### src/rtl/fetch_redirect_ctrl.sv
// Fetch PC owner for IF0: arbitrates next-PC sources, holds the PC across cache
// stalls while latching redirects, and emits front-end flush and stall-count.
module fetch_redirect_ctrl #(
    parameter int unsigned WORD     = 32,
    parameter logic [WORD-1:0] RESET_PC = WORD'(32'h1C000000),
    parameter int unsigned CNT_W    = 32
) (
    input  logic             clk,
    input  logic             rst,
    input  logic             Pre_Branch,
    input  logic [WORD-1:0]  Pre_PC,
    input  logic             EX_Branch,
    input  logic [WORD-1:0]  EX_PC,
    input  logic             Exc_Valid,
    input  logic [WORD-1:0]  Exc_PC,
    input  logic             PC_stall_from_ICache,
    input  logic             PC_stall_from_DCache,
    output logic [WORD-1:0]  PC_out,
    output logic             Flush_front,
    output logic             Redirect_pending,
    output logic [CNT_W-1:0] Stall_cnt
);

    typedef enum logic {
        RUN  = 1'b0,
        HOLD = 1'b1
    } state_t;

    // Ordered so that a numerically larger kind has higher priority.
    typedef enum logic [1:0] {
        K_NONE = 2'd0,
        K_PRE  = 2'd1,
        K_EX   = 2'd2,
        K_EXC  = 2'd3
    } kind_t;

    state_t          state;
    kind_t           pend_kind;
    logic [WORD-1:0] pend_tgt;

    logic            stall;
    kind_t           in_kind;
    logic [WORD-1:0] in_tgt;
    logic            hold_take;
    logic            flush_next;
    logic [WORD-1:0] pc_next;
    kind_t           pend_kind_next;
    logic [WORD-1:0] pend_tgt_next;

    assign stall = PC_stall_from_ICache | PC_stall_from_DCache;

    // Highest-priority live request this cycle.
    always_comb begin
        in_kind = K_NONE;
        in_tgt  = Pre_PC;
        if (Exc_Valid) begin
            in_kind = K_EXC;
            in_tgt  = Exc_PC;
        end else if (EX_Branch) begin
            in_kind = K_EX;
            in_tgt  = EX_PC;
        end else if (Pre_Branch) begin
            in_kind = K_PRE;
            in_tgt  = Pre_PC;
        end
    end

    // Next PC, next pending entry and flush decision for this cycle.
    always_comb begin
        pc_next        = PC_out;
        pend_kind_next = pend_kind;
        pend_tgt_next  = pend_tgt;
        hold_take      = (in_kind != K_NONE) && (in_kind >= pend_kind);
        if (stall) begin
            // PC frozen; latch a request only if it is at least as strong as what is waiting.
            if (hold_take) begin
                pend_kind_next = in_kind;
                pend_tgt_next  = in_tgt;
            end
        end else begin
            // Pending is always consumed or overridden once the stall is gone.
            pend_kind_next = K_NONE;
            if (Exc_Valid || EX_Branch) begin
                pc_next = in_tgt;
            end else if (pend_kind != K_NONE) begin
                pc_next = pend_tgt;
            end else if (Pre_Branch) begin
                pc_next = Pre_PC;
            end else begin
                pc_next = PC_out + WORD'(4);
            end
        end
        flush_next = ((in_kind == K_EXC) || (in_kind == K_EX)) && (!stall || hold_take);
    end

    // State register, PC, pending redirect, flush pulse and stall counter.
    always_ff @(posedge clk) begin
        if (!rst) begin
            state            <= RUN;
            PC_out           <= RESET_PC;
            pend_kind        <= K_NONE;
            pend_tgt         <= '0;
            Flush_front      <= 1'b0;
            Redirect_pending <= 1'b0;
            Stall_cnt        <= '0;
        end else begin
            case (state)
                RUN:     if (stall)  state <= HOLD;
                HOLD:    if (!stall) state <= RUN;
                default: state <= RUN;
            endcase
            PC_out           <= pc_next;
            pend_kind        <= pend_kind_next;
            pend_tgt         <= pend_tgt_next;
            Flush_front      <= flush_next;
            Redirect_pending <= (pend_kind_next != K_NONE);
            Stall_cnt        <= Stall_cnt + CNT_W'(stall);
        end
    end

endmodule

### config.mk
export PLATFORM = sky130hd
export DESIGN_NAME = fetch_redirect_ctrl
export DESIGN_NICKNAME = d
export VERILOG_FILES = /design/src/rtl/fetch_redirect_ctrl.sv
export SDC_FILE = /design/constraint.sdc
export NUM_CORES = 1
export LEC_CHECK = 0
export BUFFER_PORTS_ARGS = -buffer_cell sky130_fd_sc_hd__buf_2
export CORE_ASPECT_RATIO = 1.25
export CORE_MARGIN = 2
export CORE_UTILIZATION = 48
export CTS_CLUSTER_DIAMETER = 80
export CTS_CLUSTER_SIZE = 24
export DETAILED_ROUTE_END_ITERATION = 8
export GPL_TIMING_DRIVEN = 0
export HOLD_SLACK_MARGIN = 0.02
export PLACE_DENSITY = 0.78
export SLEW_MARGIN = 15
export SYNTH_ARGS = -nofsm -noshare
export SYNTH_HDL_FRONTEND = slang
export SYNTH_SLANG_ARGS = --single-unit
### constraint.sdc
create_clock -name clk -period 2.42 [get_ports clk]
set_input_delay 0.242 -clock clk [delete_from_list [all_inputs] [get_ports clk]]
set_output_delay 0.242 -clock clk [all_outputs]
set_load 0.05 [all_outputs]
* After elaboration in Yosys (flattened, before gate mapping)
Cells that the tools add are included.
** Word-level totals
- Register bits after elaboration :: 100
- Input port bits :: 103
** Operators by class
- Add/sub/neg operators :: 2
- $lt $le $gt $ge :: 1
- Equal/unequal tests :: 2
- Multiplexer cells :: 10
- Bitwise operators :: 1
- Reductions and logical operators :: 10
** Operators by type and width (count)
- $mux 32 :: 5
- $add 32x1->32 :: 1
- $add 32x3->32 const B :: 1
- $mux 2 :: 4
- $reduce_bool 2->1 :: 3
- $eq 2x2->1 const B :: 2
- $logic_or 1x1->1 :: 3
- $ge 2x2->1 :: 1
- $logic_and 1x1->1 :: 2
- $reduce_and 2->1 :: 1
- $logic_not 1->1 :: 1
- $mux 1 :: 1
- $or 1x1->1 :: 1

* Depth between registers and ports, before layout
Gate-level depths: netlist of the first run.
- Word-level depth :: 8
- Mapped depth :: 11
- Gate-level depth less buffers :: 9

* Worst setup path before layout of the first run
No wires, ideal clock.
- Kind :: input-to-reg
- From :: input PC_stall_from_DCache
- To :: register Stall_cnt[24]
- Arrival :: 2.309 ns
- Slack :: -0.004 ns
- Stages :: 11
- Cell sequence :: nor2_1 inv_1 clkbuf_1 buf_2 ha_1 ha_1 nand3_1 nor4_4 nand3_1 xnor2_1 and2_1
** Between the ends
- Word-level cells in the longest chain between the ends :: 2
** Ends and longest elaborated chain
- from (decl) :: line 17 : input logic PC_stall_from_DCache,
- $or 1x1->1 :: line 50 : assign stall = PC_stall_from_ICache | PC_stall_from_DCache;
- named net stall :: line 41 : logic stall;
- $add 32x1->32 :: line 117 : Stall_cnt <= Stall_cnt + CNT_W'(stall);
- to (signal assigned) :: line 117
- to (decl) :: line 21 : output logic [CNT_W-1:0] Stall_cnt
The timed path passes the listed nets, and every way through them passes these cells.
A chain may end at the register's enable or synchronous reset.

* Worst setup path in the final report of the first run
- From :: register pend_kind[0]
- To :: register PC_out[0]
** Between the ends
- Word-level cells in the longest chain between the ends :: 3
** Ends and longest elaborated chain
- from (decl) :: line 38 : kind_t pend_kind;
- from (signal assigned) :: line 113 : pend_kind <= pend_kind_next;
- $reduce_bool 2->1 :: line 85 : end else if (pend_kind != K_NONE) begin
- $mux 32 :: line 85
- $mux 32 :: line 83 : if (Exc_Valid || EX_Branch) begin
- to (signal assigned) :: line 112 : PC_out <= pc_next;
- to (decl) :: line 18 : output logic [WORD-1:0] PC_out,
No other way between the ends.

==> results of run 1 <==
what timing repair did:
item / 4_1_cts / 5_1_grt
resized for setup: 9 / 8
setup buffers: 2 / 2
endpoints found under the setup margin: 51 / 29
pin swaps: 1 / 1
hold buffers: 0 / 0
metal layers:
metal  routed length [µm]  vias up
met5                    0        -
met4                 1380        0
met3                 2600      101
met2                11000      468
met1                 8730     3320
li1                     -     3386
power breakdown:
part	switching (mW)	internal, mW
Combinational	0.732	0.335
Sequential	0.0983	1.75
Clock	0.682	0.804
Total	1.51	2.88
per-stage QoR:
step | setup TNS [ns] | utilization [%] | worst slack, ns | total power [mW] | instances
final | 0 | 59.2 | 0.0804 | 4.40 | 1195
after global routing | 0 | 59.2 | 0.0183 | 4.53 | 1195
after CTS | 0 | 59.0 | 0.0490 | 4.36 | 1194
after detailed placement | -37.35 | 56.5 | -0.852 | 2.91 | 1177
after floorplan | 0 | - | 0.0456 | 2.51 | 839
after global placement | -37.50 | 56.5 | -0.818 | 2.90 | 1177
critical path, cell delays in order, from the launching register on:
cell and delay, ns:
dfxtp_1 0.30, clkbuf_1 0.20, or2_2 0.33, buf_2 0.20, nor2_1 0.67, a21oi_1 0.22
o211ai_1 0.17, a21boi_0 0.12
logic make-up (layout without fill, tap and decap cells):
family          Yosys count  after routing  synth area share (%)
simple gates            362            362                  29.1
compound gates          227            227                  23.4
flops                   100            100                  31.5
buf+inv                  78            263                  5.16
xor+xnor                 35             35                  4.82
mux                      33             33                  5.22
fa+ha+maj                 4              4                 0.787
worst paths after layout:
check / from / slack, ns / endpoint / cells after the start
worst max register to register: pend_kind[0] / 0.08 / PC_out[0] / 7
worst max-delay path: pend_kind[0] / 0.08 / PC_out[0] / 7
worst min register to register: pend_tgt[1] / 0.47 / pend_tgt[1] / 2
worst min-delay path: Pre_PC[21] / 0.21 / PC_out[21] / 3
state kept, by name (all words and copies together), names as in the netlist:
| signal | count |
|---|---|
| PC_out | 32 |
| Stall_cnt | 32 |
| pend_tgt | 32 |
| pend_kind | 2 |
| Flush_front | 1 |
| Redirect_pending | 1 |
cell type report:
| cell class | instances | area (µm²) | area share, % |
|---|---|---|---|
| buffer | 61 | 279 | 3.60 |
| clock buffer | 10 | 229 | 2.95 |
| clock inverter | 6 | 63.8 | 0.823 |
| inverter | 15 | 56.3 | 0.726 |
| multi-input combinational | 661 | 4050 | 52.2 |
| sequential | 100 | 2000 | 25.8 |
| tap | 171 | 214 | 2.76 |
| timing repair buffer | 171 | 866 | 11.2 |
cells in the final DEF, fill, tap and decap left out, types with 5 or more instances in the layout:
master	count
nand2_1	152
nor2_1	21
o2bb2ai_1	5
a21boi_0	39
clkbuf_1	40
and3_1	11
mux2i_1	32
o21ai_0	66
dfxtp_1	100
o31ai_1	8
inv_1	14
clkbuf_16	9
nand2b_1	27
buf_4	5
nor4_1	10
xnor2_1	25
and4_1	10
o211ai_1	22
and2_1	26
buf_2	180
a31oi_1	12
a21oi_1	33
xor2_1	10
nor3_1	8
nand3_1	50
or3_1	5
nand4_1	21
==> impl_metrics.py, run 1 <==
metrics = {
    "logic_synthesis": {
        "synthTopCellsByCount": "nand2_1, dfxtp_1, o21ai_0, nand3_1, clkbuf_1",
        "yosysTopAreaCell": "dfxtp_1",
        "yosys.area.top_type_share_pct": 31.5,
        "synth_edf_count": 0,
        "synth_ff_type": "dfxtp_1",
        "yosys.cell_count.top_type": "nand2_1",
        "ys_warn_count": 0,
        "synthDistinctLibCells": 64,
        "syn_area_um2": 6360,
        "syn_area_per_cell_um2": 7.58,
        "synth_seq_cells": 100,
        "yosys-top-cells-area": "dfxtp_1, nand2_1, o21ai_0, mux2i_1, a21boi_0",
        "async_reset_ff_share_pct": 0,
        "syn_nets": 946,
        "seq_area_frac_synth_pct": 31.5,
        "syn_inst": 839,
    },
    "route": {
        "drtIter0Drc": 740,
        "wire_per_inst_um": 19.8,
        "ant_nets": 0,
        "vias": 7275,
        "drc": 0,
        "vias_per_cell": 6.09,
        "drt_wl_total_um": 23700,
        "first_pass_iters": 5,
    },
    "status": {
        "outcome": "finished, final reports clean",
    },
    "grt": {
        "grt_pass1_wl_um": 35500,
        "grt_use_met3_pct": 6.60,
        "globalRouteMet2Util_pct": 53.6,
        "met1_usage_pct": 37.8,
        "busiest_layer": "met2",
        "grt_max_degree": 17,
        "grt_overflow": 0,
        "grt_pass1_vias": 6718,
        "grtUsageTotal_pct": 32.3,
        "grt_antenna_before_repair": 0,
    },
    "die": {
        "die-area_um2": 14200,
        "die_h_um": 133,
        "initial_core_util_pct": 48.5,
        "io_pins": 169,
        "core_um2": 13100,
        "rows": 47,
        "die_width_um": 107,
    },
    "placement": {
        "dp_hpwl_um": 17400,
        "io_buffer_count": 167,
        "place_congestion": 1.02,
        "place_area_um2": 7410,
    },
    "sta": {
        "setup_violations": 0,
        "max_freq_ghz": 0.427,
        "hold_viol": 0,
        "period_share_pct": 96.7,
        "max_slew_margin_pct": 43.3,
        "fin_hold_ws_ns": 0.210,
        "post-route-min-period_ns": 2.34,
        "grt_setup_unrepaired": "false",
        "drv_slew": 0,
        "clock-skew-final_ns": 0.0154,
        "worst_pin_slew_ns": 0.847,
    },
    "worst_setup_path": {
        "cp.required_ns": 2.64,
        "critPathKind": "flip-flop to flip-flop",
        "worstSetupEndpointType": "flip-flop",
        "cp-start-kind": "flip-flop",
        "crit_path_max_fanout": 10,
        "worst-endpoint-arrival_ns": 2.56,
    },
    "final_layout": {
        "fin_nets": 1126,
        "drive_gt1_share_pct": 22.4,
        "synthToLayoutAreaGrowth_pct": 22.0,
        "postLayoutCellArea_um2": 7760,
        "fillers": 1269,
        "antenna_cells": 0,
    },
    "cts": {
        "path_clk_slew_ns": 0.08,
        "tritoncts": "built",
        "numClockSinks": 100,
        "insertion_delay_ns": 0.36,
        "cts_max_level": 3,
        "cts_buffer_depth": 2,
        "cts_buffers": 9,
        "root_buffer": "clkbuf_16",
    },
    "power": {
        "leakagePower_nw": 3.33,
        "vdd.ir_drop.worst_uv": 357,
        "power_density_nw_per_um2": 567,
    },
    "job": {
        "cap_violations": 0,
    },
    "worst_hold_path": {
        "hp-class": "input pin to flip-flop",
    },
}
Note: power is estimated with default switching activity, not from simulation.
==> inputs of run 2 (changes only) <==
--- a/config.mk
+++ b/config.mk
@@ -6,15 +6,17 @@
 export NUM_CORES = 1
 export LEC_CHECK = 0
 export BUFFER_PORTS_ARGS = -buffer_cell sky130_fd_sc_hd__buf_2
+export CELL_PAD_IN_SITES_DETAIL_PLACEMENT = 1
+export CELL_PAD_IN_SITES_GLOBAL_PLACEMENT = 1
 export CORE_ASPECT_RATIO = 1.25
 export CORE_MARGIN = 2
-export CORE_UTILIZATION = 48
+export CORE_UTILIZATION = 35
 export CTS_CLUSTER_DIAMETER = 80
 export CTS_CLUSTER_SIZE = 24
 export DETAILED_ROUTE_END_ITERATION = 8
 export GPL_TIMING_DRIVEN = 0
 export HOLD_SLACK_MARGIN = 0.02
-export PLACE_DENSITY = 0.78
+export PLACE_DENSITY = 0.79
 export SLEW_MARGIN = 15
 export SYNTH_ARGS = -nofsm -noshare
 export SYNTH_HDL_FRONTEND = slang
==> impl_metrics.py, run 2 (synthesis results as in run 1) <==
metrics = {
    "grt": {
        "grt_use_met3_pct": 7.09,
        "globalRouteMet2Util_pct": 50.2,
        "busiest_layer": "met2",
        "grt_pass1_wl_um": 42400,
        "grt_antenna_before_repair": 1,
        "grt_pass1_vias": 7576,
        "grt_max_degree": 16,
        "met1_usage_pct": 31.2,
        "grt_overflow": 0,
        "grtUsageTotal_pct": 28.2,
    },
    "sta": {
        "hold_viol": 0,
        "grt_setup_unrepaired": "false",
        "setup_violations": 0,
        "worst_pin_slew_ns": 0.887,
        "period_share_pct": 96.4,
        "setup_slack_ns": 0.0878,
        "post-route-min-period_ns": 2.33,
        "clock-skew-final_ns": 0.0136,
        "fin_hold_ws_ns": 0.203,
        "max_slew_margin_pct": 40.9,
        "drv_slew": 0,
        "max_freq_ghz": 0.429,
        "fin_setup_tns_ns": 0,
    },
    "die": {
        "die_width_um": 125,
        "die-area_um2": 19300,
        "io_pins": 169,
        "rows": 55,
        "initial_core_util_pct": 35.4,
        "die_h_um": 155,
        "core_um2": 18000,
    },
    "worst_setup_path": {
        "reg2reg_slack_ns": 0.11,
        "cp.required_ns": 2.70,
        "r2r_end": "PC_out[27]",
        "r2r_start": "pend_kind[0]",
        "worstSetupEndpointType": "flip-flop",
        "cp-start-kind": "input pin",
        "r2r_cells": 7,
        "cp-startpoint": "Exc_Valid",
        "worst-endpoint-arrival_ns": 2.61,
        "endpoint": "PC_out[27]",
        "crit_path_max_fanout": 10,
        "critPathKind": "input pin to flip-flop",
    },
    "power": {
        "power_density_nw_per_um2": 554,
        "leakagePower_nw": 3.33,
        "combPwrFrac_pct": 25.4,
        "p_int_mw": 2.78,
        "seq_power_share_pct": 42.6,
        "power_switching_mw": 1.57,
        "clkPwrFrac_pct": 32.0,
        "vdd.ir_drop.worst_uv": 338,
        "power_mw": 4.34,
        "swShare_pct": 36.1,
    },
    "route": {
        "drtIter0Drc": 401,
        "wire_per_inst_um": 22.2,
        "vias": 7379,
        "drc": 0,
        "ant_nets": 0,
        "drt_wl_total_um": 27900,
        "first_pass_iters": 6,
        "vias_per_cell": 5.89,
    },
    "final_layout": {
        "final_util_pct": 43.6,
        "reg_top3": "PC_out (32), Stall_cnt (32), pend_tgt (32)",
        "fin_nets": 1128,
        "synthToLayoutAreaGrowth_pct": 23.2,
        "layout_commonest_cell": "buf_2",
        "drive_gt1_share_pct": 22.9,
        "fillers": 2322,
        "antenna_cells": 0,
        "layout_common_cells": "buf_2, nand2_1, dfxtp_1",
        "instances_no_fill": 1253,
        "postLayoutCellArea_um2": 7830,
    },
    "cts": {
        "root_buffer": "clkbuf_16",
        "numClockSinks": 100,
        "path_clk_slew_ns": 0.08,
        "cts_buffer_depth": 2,
        "cts_max_level": 3,
        "cts_buffers": 9,
        "tritoncts": "built",
        "insertion_delay_ns": 0.37,
        "cts_hold_buffers": 0,
    },
    "job": {
        "cap_violations": 0,
    },
    "placement": {
        "place_congestion": 0.933,
        "pre_cts_slack_ns": -0.905,
        "place_area_um2": 7480,
        "io_buffer_count": 167,
        "dp_cells": 1234,
        "dp_hpwl_um": 20600,
    },
    "worst_hold_path": {
        "hp-class": "input pin to flip-flop",
    },
    "status": {
        "outcome": "finished, final reports clean",
    },
}
run 2: cell types whose count changed in the layout (fill, tap and decap cells not counted), moves of 2 or more:
cell and delta:
clkbuf_4 +3, buf_4 +2, nor2_1 -2, nor2_2 +2
run 2: power by group through the flow:
stage               logic [mW]  clock network (mW)  registers, mW
floorplan                0.515                   0           2.00
global placement          1.05                   0           1.87
detailed placement        1.08                   0           1.88
CTS                       1.09                1.40           1.84
global route              1.18                1.46           1.86
finish                    1.10                1.39           1.85
run 2: what timing repair did:
item,4_1_cts,5_1_grt
gates resized for setup,11,16
gates cloned,0,0
setup endpoints to repair,50,54
pin swaps,1,1
buffers inserted,3,3
run 2: worst min path at each step:
stage	from	end	slack (ns)	depth (start not counted)
floorplan	pend_tgt[30]	pend_tgt[30]	0.44	2
global placement	pend_tgt[9]	pend_tgt[9]	0.45	2
detailed placement	pend_tgt[23]	pend_tgt[23]	0.46	2
CTS	Pre_PC[21]	PC_out[21]	0.21	3
global route	Pre_PC[21]	PC_out[21]	0.23	3
finish	Pre_PC[21]	PC_out[21]	0.20	3
run 2: worst max-delay path, cell delays in order:
cell and delay (ns):
buf_2 0.21, nand2b_1 0.13, clkbuf_1 0.50, clkbuf_1 0.70, o21ai_0 0.33, a31oi_1 0.29
a21oi_1 0.10, o31ai_1 0.09
run 2: layer usage:
layer,up-vias,share of wire (%),wire [µm]
met5,-,0.039,11
met3,98,8.4,2360
met1,3551,38,10700
met4,2,4.9,1380
met2,347,48,13500
li1,3381,-,-
run 2: layout make-up:
cell class / instances / area [µm²] / share of cell area [%]
buffer: 61 / 288 / 3.67
clock buffer: 10 / 229 / 2.92
clock inverter: 5 / 30.0 / 0.383
inverter: 15 / 56.3 / 0.719
multi-input combinational: 661 / 4060 / 51.8
sequential: 100 / 2000 / 25.6
tap: 228 / 285 / 3.64
timing repair buffer: 173 / 881 / 11.2
==> inputs of run 3 (changes only) <==
--- a/config.mk
+++ b/config.mk
@@ -5,12 +5,13 @@
 export SDC_FILE = /design/constraint.sdc
 export NUM_CORES = 1
 export LEC_CHECK = 0
+export ABC_AREA = 1
 export BUFFER_PORTS_ARGS = -buffer_cell sky130_fd_sc_hd__buf_2
 export CELL_PAD_IN_SITES_DETAIL_PLACEMENT = 1
 export CELL_PAD_IN_SITES_GLOBAL_PLACEMENT = 1
 export CORE_ASPECT_RATIO = 1.25
 export CORE_MARGIN = 2
-export CORE_UTILIZATION = 35
+export CORE_UTILIZATION = 33
 export CTS_CLUSTER_DIAMETER = 80
 export CTS_CLUSTER_SIZE = 24
 export DETAILED_ROUTE_END_ITERATION = 8
==> impl_metrics.py, run 3 <==
metrics = {
    "status": {
        "outcome": "finished, final reports clean",
    },
    "logic_synthesis": {
        "yosysTopAreaCell": "dfxtp_1",
        "syn_area_um2": 6370,
        "synth_ff_type": "dfxtp_1",
        "seq_area_frac_synth_pct": 31.4,
        "synth_edf_count": 0,
        "syn_area_per_cell_um2": 6.01,
        "async_reset_ff_share_pct": 0,
        "syn_inst": 1059,
        "syn_nets": 1166,
        "synthTopCellsByCount": "nand2_1, a21oi_1, nor2_1, dfxtp_1",
        "ys_warn_count": 0,
        "yosys.area.top_type_share_pct": 31.4,
        "yosys.cell_count.top_type": "nand2_1",
        "yosys-top-cells-area": "dfxtp_1, nand2_1, a21oi_1, nor2_1, nand3_1",
        "synthDistinctLibCells": 35,
        "synth_seq_cells": 100,
    },
    "cts": {
        "tritoncts": "built",
        "numClockSinks": 100,
        "post_cts_buffers": 0,
        "insertion_delay_ns": 0.37,
        "cts_max_level": 3,
        "path_clk_slew_ns": 0.07,
        "cts_buffer_depth": 2,
        "root_buffer": "clkbuf_16",
        "cts_buffers": 9,
    },
    "worst_setup_path": {
        "worstSetupEndpointType": "flip-flop",
        "cp.required_ns": 2.65,
        "cp-start-kind": "input pin",
        "worst-endpoint-arrival_ns": 2.43,
        "critPathKind": "input pin to flip-flop",
        "reg2reg_slack_ns": 0.22,
        "crit_path_max_fanout": 10,
    },
    "final_layout": {
        "layout_common_cells": "nand2_1, buf_2, a21oi_1",
        "layout_commonest_cell": "nand2_1",
        "fin_nets": 1344,
        "synthToLayoutAreaGrowth_pct": 22.7,
        "instances_no_fill": 1474,
        "drive_gt1_share_pct": 19.5,
        "reg_top3": "PC_out (32), Stall_cnt (32), pend_tgt (32)",
        "antenna_cells": 0,
    },
    "sta": {
        "period_share_pct": 90.9,
        "max_slew_margin_pct": 49.0,
        "max_freq_ghz": 0.455,
        "post-route-min-period_ns": 2.20,
        "worst_pin_slew_ns": 0.764,
        "setup_violations": 0,
        "drv_slew": 0,
        "grt_setup_unrepaired": "false",
        "hold_viol": 0,
        "clock-skew-final_ns": 0.00560,
        "setup_slack_ns": 0.220,
    },
    "route": {
        "ant_nets": 0,
        "vias_per_cell": 5.34,
        "first_pass_iters": 5,
        "drc": 0,
        "vias": 7864,
        "drtIter0Drc": 402,
        "wire_per_inst_um": 18.8,
        "drt_wl_total_um": 27600,
    },
    "grt": {
        "grt_pass1_wl_um": 43000,
        "grt_overflow": 0,
        "grt_pass1_vias": 7940,
        "grt_antenna_before_repair": 0,
        "grtUsageTotal_pct": 27.1,
        "grt_max_degree": 18,
    },
    "placement": {
        "io_buffer_count": 167,
        "dp_hpwl_um": 21700,
        "place_congestion": 0.986,
        "pre_cts_slack_ns": -0.734,
        "dp_cells": 1458,
    },
    "die": {
        "die-area_um2": 20400,
        "die_h_um": 159,
        "initial_core_util_pct": 33.8,
        "core_um2": 18800,
        "io_pins": 169,
        "rows": 56,
        "die_width_um": 128,
    },
    "power": {
        "vdd.ir_drop.worst_uv": 338,
        "leakagePower_nw": 3.25,
        "power_density_nw_per_um2": 576,
    },
    "job": {
        "cap_violations": 0,
    },
    "worst_hold_path": {
        "hp-class": "input pin to flip-flop",
    },
}
## run 3: cell count changes after synthesis, sizes merged, moves of 32 or more
cell    delta
a21boi    -39
nor2     +106
o21ai     +45
mux2i     -32
nand2    +143
a21oi    +115
inv       +66
## run 3: logic make-up after synthesis
kind of cell	after synthesis	share of synthesized area, %
AO/OA/AOI/OAI	277	22.4
XOR/XNOR	7	0.963
adder cells (fa/ha/maj)	4	0.786
buffers and inverters	135	8.39
AND/OR/NAND/NOR	536	36.1
flip-flops	100	31.4
## run 3: layout make-up
type	instances	area, µm²
clock inverter	7	76.3
clock buffer	9	225
sequential	100	2000
buffer	52	230
inverter	83	314
tap	232	290
fill	2672	11000
timing repair buffer	167	836
multi-input combinational	824	3840
## run 3: path summary, 6_finish.rpt
kind / start / cells after the start / to
worst max-delay path: PC_stall_from_DCache / 15 / Stall_cnt[22]
worst min-delay path: Exc_PC[22] / 3 / pend_tgt[22]
worst max register to register: PC_out[2] / 12 / PC_out[18]
worst min register to register: Stall_cnt[31] / 2 / Stall_cnt[31]
## run 3: critical path: stages
cell     delay (ns)
buf_2          0.08
nor2_2         0.10
inv_4          0.17
buf_6          0.21
ha_1           0.21
ha_1           0.21
nand3_2        0.13
nor2_4         0.14
nand2_2        0.09
nor2_4         0.16
nand2_2        0.11
nor2_2         0.19
nand2_1        0.10
nor3_1         0.21
nor3_2         0.07
## run 3: layer usage
metal | vias to the layer above | wire length [µm] | track usage [%]
met5 | - | 0 | 0
met4 | 0 | 951 | 10.9
met3 | 54 | 1280 | 3.29
met2 | 238 | 13900 | 48.4
li1 | 3844 | - | -
met1 | 3728 | 11500 | 32.6
## run 3: power by group
group	leakage [nW]	total, mW	switching (mW)	internal [mW]
Clock	0.136	1.54	0.734	0.809
Combinational	2.29	1.09	0.769	0.321
Sequential	0.820	1.87	0.108	1.76
## run 3: per-stage QoR
| stage | setup TNS [ns] | power (mW) | utilization [%] | instance area [µm²] | hold WS (ns) |
|---|---|---|---|---|---|
| floorplan | 0 | 2.56 | - | 6370 | 0.387 |
| global placement | -10.97 | 2.95 | 39.8 | 7500 | 0.460 |
| detailed placement | -14.12 | 2.98 | 39.8 | 7500 | 0.481 |
| CTS | 0 | 4.51 | 41.4 | 7800 | 0.182 |
| global route | 0 | 4.70 | 41.5 | 7820 | 0.195 |
| finish | 0 | 4.50 | 41.5 | 7820 | 0.186 |
## run 3: what timing repair did
item | CTS | global route
hold endpoints to repair | 0 | 0
hold buffers | 0 | 0
resized for setup | 2 | 5
setup endpoints to repair | 14 | 22
